## src/rtl/fifo_rd_arbiter.sv

```systemverilog
// fifo_rd_arbiter: read-side scheduler sharing one downstream consumer
// between two async_fifo read ports (FIFO0, FIFO1) in the FIFOs' read clock
// domain. Round-robin grants issue single-cycle fifo_rd strobes. The FIFO's
// registered rd_data is captured one cycle later into a 2-entry in-order
// buffer, which feeds a valid/ready output tagged with the source.
//
// Optional feature: define FIFO_ARB_BURST_EN to let the current owner keep
// the grant for up to BURST_LEN consecutive issues while both sources request.
module fifo_rd_arbiter #(
  parameter int bw_data   = 24,
  parameter int cnt_width = 16,
  parameter int BURST_LEN = 4
) (
  input  logic                 clk,
  input  logic                 reset,
  input  logic [1:0]           arb_en,
  input  logic                 empty0,
  input  logic                 empty1,
  input  logic [bw_data-1:0]   rd_data0,
  input  logic [bw_data-1:0]   rd_data1,
  output logic                 fifo_rd0,
  output logic                 fifo_rd1,
  output logic                 out_valid,
  input  logic                 out_ready,
  output logic [bw_data-1:0]   out_data,
  output logic                 out_src,
  output logic [cnt_width-1:0] rd_cnt0,
  output logic [cnt_width-1:0] rd_cnt1
);

  // Buffer entries hold {src, data}; entry0 is always the head.
  logic [bw_data:0]   entry0_reg;
  logic [bw_data:0]   entry1_reg;
  logic [1:0]         buf_cnt_reg;
  logic               inflight_reg;
  logic               inflight_src_reg;
  logic               last_grant_reg;
  logic [cnt_width-1:0] rd_cnt0_reg;
  logic [cnt_width-1:0] rd_cnt1_reg;

  logic               req0;
  logic               req1;
  logic               pop;
  logic [2:0]         occupancy;
  logic               issue_ok;
  logic               pick;
  logic               grant_valid;
  logic               grant_src;
  logic [bw_data:0]   cap_word;

  assign req0 = arb_en[0] & ~empty0;
  assign req1 = arb_en[1] & ~empty1;

  assign out_valid = (buf_cnt_reg != 2'd0);
  assign out_data  = entry0_reg[bw_data-1:0];
  assign out_src   = entry0_reg[bw_data];
  assign rd_cnt0   = rd_cnt0_reg;
  assign rd_cnt1   = rd_cnt1_reg;

  assign pop = out_valid & out_ready;

  // Words already owned by the arbiter: buffered plus the one in flight.
  // A new read may start only if it is guaranteed a buffer slot on capture;
  // counting this cycle's pop keeps 1 word/cycle streaming with out_ready high.
  assign occupancy = {1'b0, buf_cnt_reg} + {2'b00, inflight_reg};
  assign issue_ok  = (occupancy <= ({2'b00, pop} + 3'd1));

`ifdef FIFO_ARB_BURST_EN
  localparam int BW = $clog2(BURST_LEN + 1);
  localparam logic [BW-1:0] BURST_MAX = BW'(BURST_LEN);
  logic [BW-1:0] burst_cnt_reg;
`endif

  // Grant selection: a lone requester wins; on contention alternate, or
  // (burst build) stay with the owner until it has had BURST_LEN issues.
  always_comb begin
    pick = ~last_grant_reg;
`ifdef FIFO_ARB_BURST_EN
    if ((burst_cnt_reg != '0) && (burst_cnt_reg < BURST_MAX)) begin
      pick = last_grant_reg;
    end
`endif
    grant_src   = (req0 & req1) ? pick : req1;
    grant_valid = issue_ok & (req0 | req1) & ~reset;
  end

  assign fifo_rd0 = grant_valid & ~grant_src;
  assign fifo_rd1 = grant_valid & grant_src;

  // The FIFO presents the strobed word on rd_data one cycle after the strobe.
  assign cap_word = {inflight_src_reg, inflight_src_reg ? rd_data1 : rd_data0};

  // Track the outstanding read and the round-robin pointer.
  always_ff @(posedge clk) begin
    if (reset) begin
      inflight_reg     <= 1'b0;
      inflight_src_reg <= 1'b0;
      last_grant_reg   <= 1'b1;
    end else begin
      inflight_reg <= grant_valid;
      if (grant_valid) begin
        inflight_src_reg <= grant_src;
        last_grant_reg   <= grant_src;
      end
    end
  end

`ifdef FIFO_ARB_BURST_EN
  // Count consecutive issues to the current owner; a switch starts a new run.
  always_ff @(posedge clk) begin
    if (reset) begin
      burst_cnt_reg <= '0;
    end else if (grant_valid) begin
      if ((grant_src == last_grant_reg) && (burst_cnt_reg != '0)) begin
        if (burst_cnt_reg != BURST_MAX) begin
          burst_cnt_reg <= burst_cnt_reg + BW'(1);
        end
      end else begin
        burst_cnt_reg <= BW'(1);
      end
    end
  end
`endif

  // In-order 2-entry buffer: captures go to the tail, pops shift toward head.
  always_ff @(posedge clk) begin
    if (reset) begin
      entry0_reg  <= '0;
      entry1_reg  <= '0;
      buf_cnt_reg <= 2'd0;
    end else begin
      case ({inflight_reg, pop})
        2'b01: begin
          entry0_reg  <= entry1_reg;
          buf_cnt_reg <= buf_cnt_reg - 2'd1;
        end
        2'b10: begin
          if (buf_cnt_reg == 2'd0) begin
            entry0_reg <= cap_word;
          end else begin
            entry1_reg <= cap_word;
          end
          buf_cnt_reg <= buf_cnt_reg + 2'd1;
        end
        2'b11: begin
          if (buf_cnt_reg == 2'd1) begin
            entry0_reg <= cap_word;
          end else begin
            entry0_reg <= entry1_reg;
            entry1_reg <= cap_word;
          end
        end
        default: begin
        end
      endcase
    end
  end

  // Per-source capture counters, wrapping naturally.
  always_ff @(posedge clk) begin
    if (reset) begin
      rd_cnt0_reg <= '0;
      rd_cnt1_reg <= '0;
    end else if (inflight_reg) begin
      if (inflight_src_reg) begin
        rd_cnt1_reg <= rd_cnt1_reg + 1'b1;
      end else begin
        rd_cnt0_reg <= rd_cnt0_reg + 1'b1;
      end
    end
  end

  // A capture into a full buffer without a simultaneous pop would lose data.
  assert property (@(posedge clk) disable iff (reset)
    (inflight_reg && !pop) |-> (buf_cnt_reg != 2'd2));

endmodule

```

## config.mk

```make
export PLATFORM = sky130hd
export DESIGN_NAME = fifo_rd_arbiter
export DESIGN_NICKNAME = d
export VERILOG_FILES = /design/src/rtl/fifo_rd_arbiter.sv
export SDC_FILE = /design/constraint.sdc
export NUM_CORES = 1
export LEC_CHECK = 0
export CORE_ASPECT_RATIO = 2
export CORE_UTILIZATION = 48
export DETAILED_ROUTE_END_ITERATION = 12
export PLACE_DENSITY = 0.89
export SLEW_MARGIN = 0
export SYNTH_ARGS = -nofsm -noshare
export SYNTH_HDL_FRONTEND = slang
export SYNTH_SLANG_ARGS = --single-unit
```

## constraint.sdc

```tcl
create_clock -name clk -period 2.9 [get_ports clk]
set_clock_uncertainty 0.1 [all_clocks]
set_input_delay 0.58 -clock clk [delete_from_list [all_inputs] [get_ports clk]]
set_output_delay 0.58 -clock clk [all_outputs]
set_load 0.03 [all_outputs]
```

==> impl_results.md <==
- Outcome: complete, but fails checks
- Failing checks: setup timing
- Final setup vio count: 2
- Synth Instances: 431
- #FFs+latches synth: slightly below 90
- Final min period: 3020 ps
- Drt total wl: 10.4 mm
- Post-DP HPWL: 7.42 mm
- Final Hold Viols: 0
- Worst setup path class: reg2out
- Die area: about 0.0088 mm^2
- Clock sinks: 87
- Reg2reg setup slack: ~570 ps
- Worst-Skew Late Latency: 330 ps
- Final Core Density: 68.9%
- Cells after DPL: 630
- FP Rows: 47
- Area grow syn2layout: 39.9%
- Pre-CTS setup slack: -412 ps
- Core area: 0.00823 mm^2
- Slowest cell on crit path: fa_1
- Synth area leader: dfxtp_1
- RSZ-0062 raised after global routing: yes
- FMAX: 331 MHz
- Setup slack after layout: -120 ps
- Largest net degree at the start of global routing: 55
- Non-filler cells, final: 650
- Fin nets: a little over 600
- Slew margin rel.: 48.4%
- Via count of the routed design: 3,660
- Total gr overflow: 0
- Post-DR wirelength/cell: 16.0 um
- I/O Buffers: 114
- Synth top area share: 43.0%
- IO Pins: between 100 and 150
- Root buf cell: clkbuf_16
- Startpoint types: register
- Top cells by count, synth: dfxtp_1 (87), nor2_1 (83), nor3_1 (30)
- CP dominant cell by count: nor3b_2
- Vias in the first global route: 3,698
- Avg Cell Area, Syn: 9.41 um^2
- Max_cap viols: 0
- Worst Path Arrival: 2340 ps
- Antenna violations before repair: 0
- Worst-path clk slew: roughly 60 ps
- Slowest stage delay, CP: 450 ps
- Hold Buf Count CTS: 0
- CTS Buf Count: 9
- Initial Util: between 40% and 50%
- Most numerous cell in the Yosys netlist: dfxtp_1
- Share of layout cells above drive strength 1: between 10% and 20%
- Pwr Density: about 870 mW/mm^2
- Average via count per standard cell: 5.63
- Crit-path cells: inv_2 -> ha_4 -> and2b_4 -> fa_1 -> nor3b_2 -> o22ai_4 -> nor3b_2 -> buf_4
- Syn_nets: 495
- Number of H-tree levels: 3
- Total number of yosys warnings: 0
- Register area share after synthesis: 43.0%
- Min Hold Slack: about 390 ps
- R2R depth: 11
- Fillers: between 600 and 700
- Fin crit share: 104%
- Worst vdd ir: 0.602 mV
- Synth top area cells: dfxtp_1 (43%), nor2_1 (7.7%), mux2_2 (6.9%), mux2i_1 (6.4%), a221oi_1 (4.3%)
- Number of DRC markers in iteration 0: 183
- Clock buffer depth: 2
- Die Wd: 67.0 um
- Type of the tightest min-delay check: reg2reg
- Max FO, Critical Path: 3
- Post-synth EDFFs: 0
- Synth cell types: 43
- Post-synth ARST share: 0%
- Antenna cell count: 0
- Hold path depth: 2
- GP Congestion: 0.781
- Post-Syn Area: 0.00405 mm^2
- Die Y: around 130 um
- TritonRoute pass-1 iters: 4
- Critical Path End Type: output port
- First-pass GRT wire length: 16.9 mm
- CTS tree: yes
- DRT antenna net count: 0
- Worst-margin pin slew: roughly 770 ps
- Leak Pwr: 2.07 nW
- Req. time, crit path: 2220 ps
- Prevailing post-synth register cell: dfxtp_1
- Max-slew violation count: 0
- Global router's overall resource usage: 24.9%
- Sum of negative setup slack: -179 ps
- DR DRC count: 0
final cells by class:
class	count	area, um^2	area share, %
flip-flops and latches	87	1740	30.8
clock buffers	13	250	4.41
clock inverters	1	30.0	0.530
repair buffers	134	1320	23.2
well taps	98	123	2.16
multi-input cells	307	2170	38.2
inverters	10	37.5	0.662
repair_timing:
| item | 4_1_cts | 5_1_grt |
|---|---|---|
| buffers inserted | 4 | 2 |
| endpoints found under the setup margin | 2 | 2 |
| resized for setup | 10 | 1 |
| pin swaps | 6 | 6 |
per-layer routing:
metal	global-route usage, %	vias to the layer above	routed length, um
met5	0	-	0
li1	-	1765	-
met2	47.2	110	5960
met3	4.93	21	383
met4	11.2	0	292
met1	24.2	1764	3750
kinds of logic (layout without fill, tap and decap cells):
| logic type | Yosys count | count (layout) | share of synthesized area [%] |
|---|---|---|---|
| compound gates | 49 | 49 | 10.6 |
| simple gates | 173 | 173 | 20.0 |
| xor+xnor | 24 | 24 | 5.19 |
| flops | 87 | 87 | 43.0 |
| fa+ha+maj | 9 | 9 | 2.96 |
| mux | 52 | 52 | 13.7 |
| buf+inv | 37 | 158 | 4.57 |
metrics by stage:
| step | power [mW] | instance area (um^2) |
|---|---|---|
| after floorplan | 2.98 | 4060 |
| after global placement | 3.68 | 5310 |
| after detailed placement | 3.76 | 5310 |
| after CTS | 4.96 | 5660 |
| after global routing | 5.20 | 5670 |
| final | 4.94 | 5670 |
worst max-delay path, delay by kind of cell (launching register included):
kind                     cells  cell delay [ps]
AO/OA/AOI/OAI                1              110
adder cells (fa/ha/maj)      2              600
buffers and inverters        2              240
flip-flops                   1              330
AND/OR/NAND/NOR              3              730
path summary, 6_finish.rpt:
check	from	end
worst min register to register	entry0_reg[24]	entry0_reg[24]
worst min-delay path	entry0_reg[24]	entry0_reg[24]
worst max-delay path	buf_cnt_reg[0]	fifo_rd1
worst max register to register	buf_cnt_reg[0]	entry1_reg[0]
cells in the final DEF, fill, tap and decap left out, types with 2 or more instances in the layout:
master           Yosys  routed
a21oi_1              8       8
a21oi_2              2       2
a221oi_1            20      20
a221oi_2             5       5
a31o_2               5       5
and3_1               2       2
and4_1               3       3
and4b_1              2       2
buf_12               0       3
buf_4                2      19
clkbuf_1            12       3
clkbuf_16            0       9
clkdlybuf4s50_1      0     110
dfxtp_1             87      85
dfxtp_2              0       2
ha_1                 8       7
inv_1               10       7
inv_2                0       3
mux2_2              25      25
mux2i_1             26      26
nand2_1             19      19
nand3_1              6       6
nand4_1              8       8
nor2_1              83      83
nor2b_1              4       4
nor3_1              30      29
nor3b_2              0       2
nor4_1               5       5
o21ai_0              3       3
or3_1                3       3
or4_1                2       2
xnor2_1              7       7
xor2_1              17      17
power by group:
| group | switching, mW | leakage [nW] | internal, mW |
|---|---|---|---|
| registers | 0.170 | 0.707 | 1.46 |
| clock network | 0.425 | 0.136 | 0.682 |
| logic | 1.25 | 1.23 | 0.960 |
(Power assumes the default switching activity.)
